File: config.mk
export PLATFORM = sky130hd
export DESIGN_NAME = wb_cmd_master
export DESIGN_NICKNAME = d
export VERILOG_FILES = /design/src/rtl/wb_cmd_master.sv
export SDC_FILE = /design/constraint.sdc
export NUM_CORES = 1
export LEC_CHECK = 0
export BUFFER_PORTS_ARGS = -buffer_cell sky130_fd_sc_hd__buf_2
export CAP_MARGIN = 10
export CORE_MARGIN = 4
export CORE_UTILIZATION = 45
export CTS_BUF_LIST = sky130_fd_sc_hd__clkbuf_8
export CTS_CLUSTER_DIAMETER = 200
export DETAILED_ROUTE_END_ITERATION = 8
export PLACE_DENSITY = 0.8
export SYNTH_ARGS = -nofsm -noshare
export SYNTH_HDL_FRONTEND = slang
export SYNTH_SLANG_ARGS = --single-unit
File: constraint.sdc
create_clock -name clk_i -period 2 [get_ports clk_i]
set_input_delay 0.1 -clock clk_i [delete_from_list [all_inputs] [get_ports clk_i]]
set_output_delay 0.1 -clock clk_i [all_outputs]
set_load 0.01 [all_outputs]
File: src/rtl/wb_cmd_master.sv
// wb_cmd_master: single-outstanding Wishbone pipelined initiator fed by a valid/ready command port
// Ports:
//   clk_i, rst_n_i            - clock, synchronous active-low reset
//   cmd_valid_i/cmd_ready_o   - command handshake; cmd_we_i/adr_i/sel_i/dat_i carry the command
//   rsp_valid_o/rsp_ready_i   - response handshake; rsp_dat_o/err_o/timeout_o carry the result
//   wb_*                      - Wishbone pipelined-mode master (cyc/stb/we/adr/sel/dat, ack/err/rty/stall)
// Build option: define WB_MASTER_TIMEOUT_EN to add a TIMEOUT-cycle watchdog on REQ/WAIT.
module wb_cmd_master #(
    parameter int ADDR_W  = 4,
    parameter int TIMEOUT = 255
) (
    input  logic              clk_i,
    input  logic              rst_n_i,
    input  logic              cmd_valid_i,
    output logic              cmd_ready_o,
    input  logic              cmd_we_i,
    input  logic [ADDR_W-1:0] cmd_adr_i,
    input  logic [3:0]        cmd_sel_i,
    input  logic [31:0]       cmd_dat_i,
    output logic              rsp_valid_o,
    input  logic              rsp_ready_i,
    output logic [31:0]       rsp_dat_o,
    output logic              rsp_err_o,
    output logic              rsp_timeout_o,
    output logic              wb_cyc_o,
    output logic              wb_stb_o,
    output logic              wb_we_o,
    output logic [ADDR_W-3:0] wb_adr_o,
    output logic [3:0]        wb_sel_o,
    output logic [31:0]       wb_dat_o,
    input  logic [31:0]       wb_dat_i,
    input  logic              wb_ack_i,
    input  logic              wb_err_i,
    input  logic              wb_rty_i,
    input  logic              wb_stall_i
);
    typedef enum logic [1:0] {IDLE, REQ, WAIT, RSP} state_t;

    state_t            state_q, state_d;
    logic              we_q, we_d;
    logic [ADDR_W-3:0] adr_q, adr_d;
    logic [3:0]        sel_q, sel_d;
    logic [31:0]       dat_q, dat_d;
    logic [31:0]       rsp_dat_q, rsp_dat_d;
    logic              rsp_err_q, rsp_err_d;
    logic              active, term, bus_err, expire, done;
    logic              unused_adr;

    assign active  = state_q == REQ || state_q == WAIT;
    assign term    = wb_ack_i | wb_err_i | wb_rty_i;
    assign bus_err = wb_err_i | wb_rty_i;
    // a slave termination and a watchdog expiry both end the bus cycle
    assign done    = active && (term || expire);

    assign unused_adr = ^cmd_adr_i[1:0];

`ifdef WB_MASTER_TIMEOUT_EN
    logic [15:0] cnt_q, cnt_d;
    logic        rsp_to_q, rsp_to_d;

    // expiry fires in the TIMEOUT-th cycle spent in REQ/WAIT
    assign expire = active && ({1'b0, cnt_q} + 17'd1 == 17'(TIMEOUT));

    always_comb begin
        cnt_d    = state_q == IDLE ? 16'd0 : active ? cnt_q + 16'd1 : cnt_q;
        rsp_to_d = done ? !term : rsp_to_q;
    end

    always_ff @(posedge clk_i) begin
        if (!rst_n_i) begin
            cnt_q    <= 16'd0;
            rsp_to_q <= 1'b0;
        end else begin
            cnt_q    <= cnt_d;
            rsp_to_q <= rsp_to_d;
        end
    end

    assign rsp_timeout_o = rsp_to_q;
`else
    logic unused_cfg;

    assign expire        = 1'b0;
    assign rsp_timeout_o = 1'b0;
    assign unused_cfg    = TIMEOUT != 0;
`endif

    always_comb begin
        state_d   = state_q;
        we_d      = we_q;
        adr_d     = adr_q;
        sel_d     = sel_q;
        dat_d     = dat_q;
        rsp_dat_d = rsp_dat_q;
        rsp_err_d = rsp_err_q;
        case (state_q)
            IDLE: begin
                if (cmd_valid_i) begin
                    we_d    = cmd_we_i;
                    adr_d   = cmd_adr_i[ADDR_W-1:2];
                    sel_d   = cmd_sel_i;
                    dat_d   = cmd_dat_i;
                    state_d = REQ;
                end
            end
            // termination beats stall; an unstalled strobe moves on to WAIT
            REQ:     state_d = done ? RSP : wb_stall_i ? REQ : WAIT;
            WAIT:    state_d = done ? RSP : WAIT;
            RSP:     state_d = rsp_ready_i ? IDLE : RSP;
            default: state_d = IDLE;
        endcase
        // err > rty > ack: any error flag discards the data
        if (done) begin
            rsp_dat_d = (wb_ack_i && !bus_err && !we_q) ? wb_dat_i : 32'd0;
            rsp_err_d = bus_err || !term;
        end
    end

    always_ff @(posedge clk_i) begin
        if (!rst_n_i) begin
            state_q   <= IDLE;
            we_q      <= 1'b0;
            adr_q     <= '0;
            sel_q     <= 4'd0;
            dat_q     <= 32'd0;
            rsp_dat_q <= 32'd0;
            rsp_err_q <= 1'b0;
        end else begin
            state_q   <= state_d;
            we_q      <= we_d;
            adr_q     <= adr_d;
            sel_q     <= sel_d;
            dat_q     <= dat_d;
            rsp_dat_q <= rsp_dat_d;
            rsp_err_q <= rsp_err_d;
        end
    end

    assign cmd_ready_o = rst_n_i && state_q == IDLE;
    assign rsp_valid_o = state_q == RSP;
    assign rsp_dat_o   = rsp_dat_q;
    assign rsp_err_o   = rsp_err_q;
    assign wb_cyc_o    = active;
    assign wb_stb_o    = state_q == REQ;
    assign wb_we_o     = we_q;
    assign wb_adr_o    = adr_q;
    assign wb_sel_o    = sel_q;
    assign wb_dat_o    = dat_q;
endmodule

* Yosys cells after proc, flatten, opt, wreduce, memory -nomap -nowiden
Index checks and enable logic that the tools add are counted.
** Operators by class
- $add $sub $neg :: 0
- Multipliers :: 0
- Div/mod/pow operators :: 0
- Order comparisons :: 0
- Equality and inequality tests :: 4
- Shifts and indexed selects :: 0
- Multiplexer cells :: 7
- Bitwise logic cells :: 3
- Reduce and logical (&&, ||, !) cells :: 11
** Operators with widths (count)
- 32-bit 2-to-1 mux :: 1
- 2-bit 2-to-1 mux :: 4
- 2-bit case mux with 4 select lines :: 1
- 2-bit == test (second input constant) :: 2
- 1-bit logical AND :: 4
- 1-bit logical NOT :: 3
- 1-bit OR :: 3
- 2-bit by 1-bit == test with 1-bit output (second input constant) :: 1
- 2-bit logical NOT :: 1
- 1-bit logical OR :: 2
- 2-bit inequality test (second input constant) :: 1
- 2-bit AND reduction :: 1
- 1-bit 2-to-1 mux :: 1
** Word-level totals
- Flip-flop bits (word level) :: 74
- Latch bits :: 0
- Memory bits (writable) :: 0
- Bits in read-only memories :: 0
- Input port bits :: 81
- Output and inout bits :: 77
- Word-level logic and storage cells :: 32
- Memories :: 0

* Longest topological paths before layout
Gate-level depths: netlist of run 1.
- Depth after elaboration :: 5
- Depth in mapped cells :: 7
- Depth with buffers taken out :: 5

* Worst setup path after synthesis of run 1
OpenSTA, ideal clock, no wires.
- Path kind :: register to register
- Start point :: register state_q[0]
- End point :: register rsp_dat_q[10], in the netlist rsp_dat_o[10]
- Setup time :: 0.118 ns
- Arrival :: 1.536 ns
- Required time :: 1.882 ns
- Slack :: 0.346 ns
- Stages on the path, launching flop included :: 8
- Path buffers :: 2
- Period minus slack after synthesis :: 1.654 ns
- Cell sequence :: dfxtp_1 inv_1 ha_1 and3b_1 buf_4 buf_6 a32oi_1 nor2b_1
** On the way
- Cells in the longest elaborated chain, start to end :: 3
- Elaborated cells on any way between the ends :: 4
- Classes of those cells :: 2 x eq/ne; 2 x reduce/logical
** Ends and longest elaborated chain
- from (decl) :: RTL line 39 : state_t state_q, state_d;
- from (signal assigned) :: RTL line 129 : state_q <= state_d;
- 2-bit by 1-bit == test with 1-bit output or 2-bit == test (tied branches) :: RTL line 49 : assign active = state_q == REQ || state_q == WAIT;
- 1-bit logical OR (*) :: RTL line 49
- via wb_cyc_o :: RTL line 25 : output logic wb_cyc_o,
- 1-bit logical AND (*) :: RTL line 53 : assign done = active && (term || expire);
- to (signal assigned) :: RTL line 134 : rsp_dat_q <= rsp_dat_d;
- to (decl) :: RTL line 44 : logic [31:0] rsp_dat_q, rsp_dat_d;
The timed path passes the listed nets; every way through them passes the cells marked *.
A chain may end at the register's enable or synchronous reset.

* Worst setup path in the final report of run 1
- Start point :: register state_q[1]
- End point :: register rsp_dat_q[23], in the netlist rsp_dat_o[23]
** On the way
- Cells in the longest elaborated chain, start to end :: 3
- Elaborated cells on any way between the ends :: 4
- Classes of those cells :: 2 x eq/ne; 2 x reduce/logical
** Ends and longest elaborated chain (RTL line)
- 2-bit by 1-bit == test with 1-bit output or 2-bit == test (tied branches) :: 49
- 1-bit logical OR (*) :: 49
- 1-bit logical AND (*) :: 53
Every way passes the cells marked *; elsewhere a longest branch is shown, timed or not.

==> summary.txt, run 1 <==
Status
  • Outcome: finished, final reports clean

Yosys
  • Synth top area share: between 50% and 60%
  • Syn. warnings: 0
  • Post-Synthesis Cells: ~310
  • Top_reg_cell synth: dfxtp_1
  • Post-synth ARST share: 0%
  • Post-synthesis sequential area ratio: about half
  • #FFs+latches synth: 74
  • Main area contributors after synthesis: dfxtp_1, nand2_1, a21boi_0, a32oi_1, nor2b_1
  • Top cell types by occurrence after synthesis: nand2_1, dfxtp_1, a21boi_0, nor2b_1, a32oi_1
  • Area leader, netlist: dfxtp_1
  • Syn_area_per_cell: 9.420 um2
  • Synth Net Count: between 300 and 400
  • Top-count cell post-synth: nand2_1
  • Cell area after synthesis: 0.002939 mm2
  • Post-synth EDFFs: 0
  • Unique cell type count in the Yosys netlist: 27

Clock tree
  • Setup Buffers After CTS: 0
  • Clock slew at reported path FFs: ~70 ps
  • H-tree levels: 3
  • Clock sinks: 74
  • Clk root buf: clkbuf_8
  • Maximum root-to-sink buffer count: 2
  • CTS tree: built
  • Clk Latency, worst-skew pair: approximately 340 ps
  • CTS Buf Count: 9

Place
  • Post-place setup slack: 277.1 ps
  • GP Congestion: about 0.73
  • Placed cell areas: 0.003750 mm2
  • Detail Placement HPWL: 5619 um
  • I/O Buffers: around 150

Global routing
  • First-pass GRT wire length: 12300 um
  • GRT overflow: 0
  • GRT Util Overall: between 10% and 20%
  • Largest net degree at the start of global routing: 32
  • Initial antenna violation count: 0
  • Number of global-route vias before repair: around 2700

Setup path
  • Critical Path RT: roughly 2200 ps
  • Setup CP Type: reg2reg
  • Crit path max fanout: 20
  • Startpoint types: flop
  • Worst Setup End Kind: flop
  • CP arrival: between 1500 and 2000 ps

Drt
  • Vias per cell: about 5.0
  • Via count: 2821
  • Routed len/inst: between 10 and 15 um
  • Initial DRC Count: 86
  • Post-DRT Antenna Nets: 0
  • Post-Route WL: 7799 um
  • DRC Markers: 0
  • TritonRoute pass-1 iters: 4

STA
  • Final setup fails: 0
  • Fmax achieved: 0.5681 GHz
  • Unrepaired setup endpoints after global routing: no
  • Final hold viol count: 0
  • Worst-Margin Slew: roughly 520 ps
  • TNS Setup: 0 ps
  • Setup Skew: just over 7 ps
  • Slew Limit Fails: 0
  • Final Critical Period: roughly 1800 ps
  • Fin worst setup slack: between 200 and 250 ps
  • Tcrit/Tclk final: between 80 and 90%
  • Slew headroom: around 65%

Pwr
  • Peak VDD IR: 0.0005938 V
  • Leak pwr: 0.001899 uW
  • Total power per unit cell area: 778.4 mW/mm2

Floorplanning
  • Initial Util: 46.29%
  • Die width: roughly 89 um
  • Core area: 0.006350 mm2
  • Row cnt: 29
  • # IOs: around 160
  • Total die area: 0.007888 mm2
  • Die H: just under 90 um

Flow run
  • Max-Cap Viols: 0

Finish
  • Synth-to-layout area growth: 39.55%
  • Share of cells above drive strength 1: roughly 38%
  • Final #Nets: around 570
  • Ant diodes: 0
  • Cell area after layout: 0.004101 mm2

Min path
  • HP Class: in2reg
final timing paths:
| kind | slack [ps] | cells after the start | endpoint | startpoint |
|---|---|---|---|---|
| hold / removal | 10 | 3 | wb_dat_o[10] | cmd_dat_i[10] |
| hold reg to reg | 460 | 2 | wb_dat_o[29] | wb_dat_o[29] |
| setup / recovery | 240 | 6 | rsp_dat_o[23] | state_q[1] |
| setup reg to reg | 240 | 6 | rsp_dat_o[23] | state_q[1] |
metrics by stage:
step / util (%) / power, uW / instances / hold WS, ps
floorplan: - / 1973 / 312 / 244.8
global placement: 59.05 / 2184 / 528 / 349.9
detailed placement: 59.05 / 2201 / 528 / 358.6
CTS: 64.59 / 3223 / 562 / 0.2350
global route: 64.59 / 3355 / 562 / 11.39
finish: 64.59 / 3193 / 562 / 14.41
logic make-up after synthesis:
| group | after synthesis | share of synthesized area (%) |
|---|---|---|
| AND/OR/NAND/NOR | 119 | 18.52 |
| AO/OA/AOI/OAI | 81 | 22.48 |
| flip-flops | 74 | 50.40 |
| buffers and inverters | 31 | 6.002 |
| adder cells (fa/ha/maj) | 5 | 2.129 |
| multiplexers | 1 | 0.3406 |
| other | 1 | 0.1276 |
worst max-delay path, stage by stage, from the launching register on:
cell,delay [ps]
dfxtp_1,370
inv_1,120
ha_1,410
and3b_1,250
buf_4,200
a32oi_1,240
nor2b_1,70
sequential cells by signal, indices dropped and copies added, names as in the netlist:
signal / count
wb_sel_o: 4
wb_we_o: 1
wb_adr_o: 2
rsp_err_o: 1
state_q: 2
wb_dat_o: 32
rsp_dat_o: 32
placed cells by master (no fill, tap or decap), types with 2 or more instances in the layout:
cell,count
o221ai_1,2
buf_4,11
a32oi_1,32
dlygate4sd3_1,18
buf_2,154
inv_1,5
clkbuf_8,10
ha_1,5
and2_1,2
a21boi_0,39
dfxtp_1,74
clkinv_2,3
nor2b_1,33
nand2_1,80
clkinvlp_4,2
timing repair:
action	CTS	global route
hold endpoints to repair	18	0
gates resized for setup	0	0
hold buffers	18	0
layout make-up:
type,count,area [um2]
Clock inverter,6,33.78
Inverter,4,15.01
Fill cell,534,2248
Clock buffer,10,137.6
Multi-Input combinational cell,207,1284
Timing Repair Buffer,184,1054
Tap cell,77,96.34
Sequential cell,74,1481
power breakdown:
group / switching, uW / internal (uW) / leakage, uW
Combinational: 331 / 271 / 0.00121
Sequential: 40.2 / 1550 / 0.000603
Clock: 525 / 473 / 0.0000892
layer usage:
layer / vias to the layer above / global-route usage [%] / wire length (um)
li1: 1407 / - / -
met2: 124 / 33.13 / 3646
met5: - / 0 / 0
met3: 9 / 7.914 / 940
met4: 0 / 8.929 / 115
met1: 1281 / 22.52 / 3097
Note: power is estimated with default switching activity, not from simulation.
==> inputs of run 2 (changes only) <==
--- a/config.mk
+++ b/config.mk
@@ -12,7 +12,9 @@
 export CTS_BUF_LIST = sky130_fd_sc_hd__clkbuf_8
 export CTS_CLUSTER_DIAMETER = 200
 export DETAILED_ROUTE_END_ITERATION = 8
+export HOLD_SLACK_MARGIN = 0.1
 export PLACE_DENSITY = 0.8
+export SLEW_MARGIN = 15
 export SYNTH_ARGS = -nofsm -noshare
 export SYNTH_HDL_FRONTEND = slang
 export SYNTH_SLANG_ARGS = --single-unit
==> summary.txt, run 2 (same netlist as run 1, synthesis figures left out) <==
Global routing
  • Number of global-route vias before repair: 3206
  • First-pass GRT wire length: between 15000 and 20000 um
  • Largest net degree at the start of global routing: 32
  • GRT overflow: 0
  • GRT Util Overall: between 20% and 30%
  • Initial antenna violation count: 0

Finish
  • Most frequent cells in the layout: buf_2, nand2_1, dfxtp_1
  • Synth-to-layout area growth: 57.94%
  • Util after Layout: 73.10%
  • Final #Nets: 620
  • Share of cells above drive strength 1: approximately a third
  • Ant diodes: 0
  • Commonest non-fill, non-tap cell in the layout: buf_2

STA
  • Final Critical Period: ~1900 ps
  • Setup Skew: about 11 ps
  • Final setup fails: 0
  • Slew Limit Fails: 0
  • Fmax achieved: around 0.54 GHz
  • Final hold viol count: 0
  • Unrepaired setup endpoints after global routing: no
  • Tcrit/Tclk final: roughly 93%
  • Worst-Margin Slew: between 500 and 600 ps
  • Fin worst setup slack: between 100 and 150 ps
  • TNS Setup: 0 ps
  • Slew headroom: between 60% and 70%

Setup path
  • FF-to-FF path depth: 6
  • Startpoint types: flop
  • Crit Reg-Reg Startpoint: state_q[1]
  • Critical Path RT: approximately 2200 ps
  • CP arrival: about 2100 ps
  • Crit path max fanout: 20
  • Flop2flop setup slack: 140 ps
  • FF-to-FF End: rsp_dat_o[21]
  • Setup CP Type: reg2reg
  • Worst Setup End Kind: flop

Clock tree
  • CTS Buf Count: 9
  • Clk root buf: clkbuf_8
  • CTS tree: built
  • Post-CTS sizing: 0
  • Clock sinks: 74
  • Clock slew at reported path FFs: roughly 70 ps
  • Clk Latency, worst-skew pair: ~340 ps
  • H-tree levels: 3
  • Maximum root-to-sink buffer count: 2

Min path
  • Worst Hold End: state_q[1]
  • Worst hold path depth: 3
  • Hold wc startpoint: wb_stall_i
  • HP Class: in2reg

Drt
  • Routed len/inst: approximately 16 um
  • Post-Route WL: around 10000 um
  • Vias per cell: between 5 and 6
  • TritonRoute pass-1 iters: 4
  • Initial DRC Count: roughly 130
  • Via count: 3135
  • DRC Markers: 0
  • Post-DRT Antenna Nets: 0

Place
  • Post-place setup slack: ~280 ps
  • I/O Buffers: about 150
  • Detail Placement HPWL: ~5600 um
  • GP Congestion: 0.7303

Pwr
  • Leak pwr: 0.002124 uW
  • Total power per unit cell area: between 700 and 800 mW/mm2
  • Peak VDD IR: between 0.0005 and 0.0006 V

Flow run
  • Max-Cap Viols: 0

Floorplanning
  • # IOs: between 150 and 200
  • Row cnt: 29
  • Initial Util: between 40% and 50%
  • Die H: just under 90 um
  • Total die area: slightly below 0.008 mm2
  • Die width: approximately 90 um
  • Core area: between 0.006 and 0.007 mm2

Status
  • Outcome: finished, final reports clean
## run 2: layout make-up
cell class | instances | area (um2)
Inverter | 4 | 15.01
Clock inverter | 6 | 33.78
Tap cell | 77 | 96.34
Sequential cell | 74 | 1481
Clock buffer | 10 | 137.6
Multi-Input combinational cell | 207 | 1284
Fill cell | 438 | 1708
Timing Repair Buffer | 238 | 1594
## run 2: where the power goes
| part | switching, uW | leakage [uW] | internal (uW) |
|---|---|---|---|
| clock network | 536 | 0.0000892 | 473 |
| registers | 43.4 | 0.000603 | 1550 |
| logic | 365 | 0.00143 | 340 |
| total | 944 | 0.00212 | 2370 |
## run 2: worst max-delay path by stage
stage | from | endpoint | slack (ps) | cells past startpoint
6_report | state_q[1] | rsp_dat_o[21] | 140 | 6
5_1_grt | state_q[0] | rsp_dat_o[21] | 80 | 6
4_1_cts | state_q[0] | rsp_dat_o[26] | 260 | 6
3_5_place_dp | state_q[0] | rsp_dat_o[31] | 280 | 6
3_3_place_gp | state_q[0] | rsp_dat_o[22] | 340 | 6
2_1_floorplan | state_q[0] | rsp_dat_o[10] | 350 | 7
## run 2: per-layer routing
metal	track usage, %	share of wire [%]	routed length (um)
met1	26.46	39	3762
met2	44.20	50	4846
met3	8.473	9.6	939
met4	10.30	2.1	202
met5	0	0	0
## run 2: repair_timing
action | 4_1_cts | 5_1_grt
setup buffers | 0 | 0
hold buffers | 72 | 0
endpoints found under the hold margin | 72 | 0
## run 2: stage by stage
step	hold slack [ps]	instance area [um2]	power, uW	cells
after floorplan	244.8	2939	1973	312
after CTS	147.1	4642	3304	616
after global placement	349.9	3750	2184	528
after detailed placement	358.6	3750	2201	528
after global routing	161.8	4642	3461	616
final	165.4	4642	3310	616
## run 2: worst max-delay path, stage by stage, from the launching register on
cell and delay, ps:
dfxtp_1 380, inv_1 120, ha_1 410, and3b_1 250, buf_4 210, a32oi_1 300, nor2b_1 90
==> inputs of run 3 (changes only) <==
--- a/config.mk
+++ b/config.mk
@@ -13,7 +13,7 @@
 export CTS_CLUSTER_DIAMETER = 200
 export DETAILED_ROUTE_END_ITERATION = 8
 export HOLD_SLACK_MARGIN = 0.1
-export PLACE_DENSITY = 0.8
+export PLACE_DENSITY = 0.87
 export SLEW_MARGIN = 15
 export SYNTH_ARGS = -nofsm -noshare
 export SYNTH_HDL_FRONTEND = slang
==> summary.txt, run 3 (same netlist as run 1, synthesis figures left out) <==
Clock tree
  • Setup Buffers After CTS: 0
  • Maximum root-to-sink buffer count: 2
  • Post-CTS sizing: 0
  • Clk root buf: clkbuf_8
  • # hold bufs at CTS: between 70 and 80
  • H-tree levels: 3
  • CTS tree: built
  • Clock slew at reported path FFs: around 80 ps
  • Clock sinks: between 70 and 80
  • CTS Buf Count: 9
  • Clk Latency, worst-skew pair: roughly 330 ps

Floorplanning
  • Row cnt: 29
  • Initial Util: a little under half
  • Die width: 88.82 um
  • # IOs: 158
  • Die H: between 80 and 90 um
  • Total die area: between 0.007 and 0.008 mm2
  • Core area: 0.006350 mm2

Setup path
  • Critical Path RT: about 2200 ps
  • CP arrival: between 2000 and 2500 ps
  • Setup CP Type: reg2reg
  • Crit path max fanout: 32
  • FF-to-FF path depth: 6
  • Startpoint types: flop
  • Worst Setup End Kind: flop
  • Capture point of the worst path: rsp_dat_o[14]
  • Flop2flop setup slack: about 92 ps
  • Crit Reg-Reg Startpoint: state_q[0]
  • Worst Setup SP: state_q[0]
  • FF-to-FF End: rsp_dat_o[14]

STA
  • TNS Setup: 0 ps
  • Final Critical Period: approximately 1900 ps
  • Final setup fails: 0
  • Setup Skew: roughly 11 ps
  • Worst-Margin Slew: 707.7 ps
  • Slew headroom: between 50% and 60%
  • Fmax achieved: approximately 0.52 GHz
  • Final hold viol count: 0
  • Unrepaired setup endpoints after global routing: no
  • Tcrit/Tclk final: 95.41%
  • Slew Limit Fails: 0

Finish
  • Util after Layout: 73.12%
  • Most frequent cells in the layout: buf_2, nand2_1, dfxtp_1
  • Ant diodes: 0
  • Share of cells above drive strength 1: about a third
  • Fill count: around 400
  • Synth-to-layout area growth: 57.98%
  • Final #Nets: slightly above 600
  • Commonest non-fill, non-tap cell in the layout: buf_2

Place
  • I/O Buffers: 154
  • Detail Placement HPWL: about 5500 um
  • GP Congestion: 0.7275

Pwr
  • Total power per unit cell area: ~750 mW/mm2
  • Leak pwr: 0.002116 uW
  • Peak VDD IR: between 0.0005 and 0.0006 V

Global routing
  • GRT overflow: 0
  • Initial antenna violation count: 0
  • GRT Util Overall: 24.59%
  • First-pass GRT wire length: approximately 15000 um
  • Largest net degree at the start of global routing: around 50
  • Number of global-route vias before repair: around 3200

Drt
  • Initial DRC Count: 90
  • Post-Route WL: 10070 um
  • Routed len/inst: between 15 and 20 um
  • DRC Markers: 0
  • Post-DRT Antenna Nets: 0
  • TritonRoute pass-1 iters: 5
  • Vias per cell: 5.203
  • Via count: about 3200

Min path
  • Worst hold path depth: 3
  • HP Class: in2reg

Status
  • Outcome: finished, final reports clean

Flow run
  • Max-Cap Viols: 0
==> run 3: worst max-delay path: stages (launching register included) <==
cell and delay, ps:
dfxtp_1 400, inv_1 110, ha_1 410, and3b_1 220
buf_4 230, a32oi_1 310, nor2b_1 100
==> run 3: metrics by stage <==
stage / instances / area, um2 / setup WS, ps / total power, uW / hold slack [ps]
after floorplan: 312 / 2939 / 346.1 / 1973 / 244.8
after global placement: 522 / 3692 / 274.9 / 2149 / 350.2
after detailed placement: 522 / 3692 / 177.1 / 2172 / 358.5
after CTS: 610 / 4616 / 138.6 / 3442 / 126.3
after global routing: 611 / 4643 / 16.01 / 3627 / 142.4
final: 611 / 4643 / 91.71 / 3463 / 147.0
==> run 3: power breakdown <==
group          leakage [uW]  switching (uW)  total, uW  internal (uW)
logic               0.00141             367        702            334
registers          0.000603            45.3       1600           1550
clock network      0.000103             551       1160            613
==> run 3: worst min path at each step <==
stage	slack, ps	startpoint	end
CTS	130	wb_stall_i	state_q[1]
floorplan	240	cmd_dat_i[13]	wb_dat_o[13]
global placement	350	cmd_dat_i[0]	wb_dat_o[0]
global route	140	wb_stall_i	state_q[1]
finish	150	wb_stall_i	state_q[1]
detailed placement	360	cmd_adr_i[2]	wb_adr_o[0]
==> run 3: routing by layer <==
metal  GRT usage (%)  part of all wire, %  routed length [um]
met2           43.18                   49                4975
met3           8.566                   11                1113
met4           13.46                  3.4                 341
met1           25.47                   36                3634
met5               0                    0                   0
==> run 3: layout make-up <==
cell class	count	area, um2	area share, %
Clock buffer	10	137.6	2.964
Clock inverter	6	65.06	1.401
Inverter	4	15.01	0.3234
Multi-Input combinational cell	207	1284	27.65
Sequential cell	74	1481	31.91
Tap cell	77	96.34	2.075
Timing Repair Buffer	233	1564	33.68
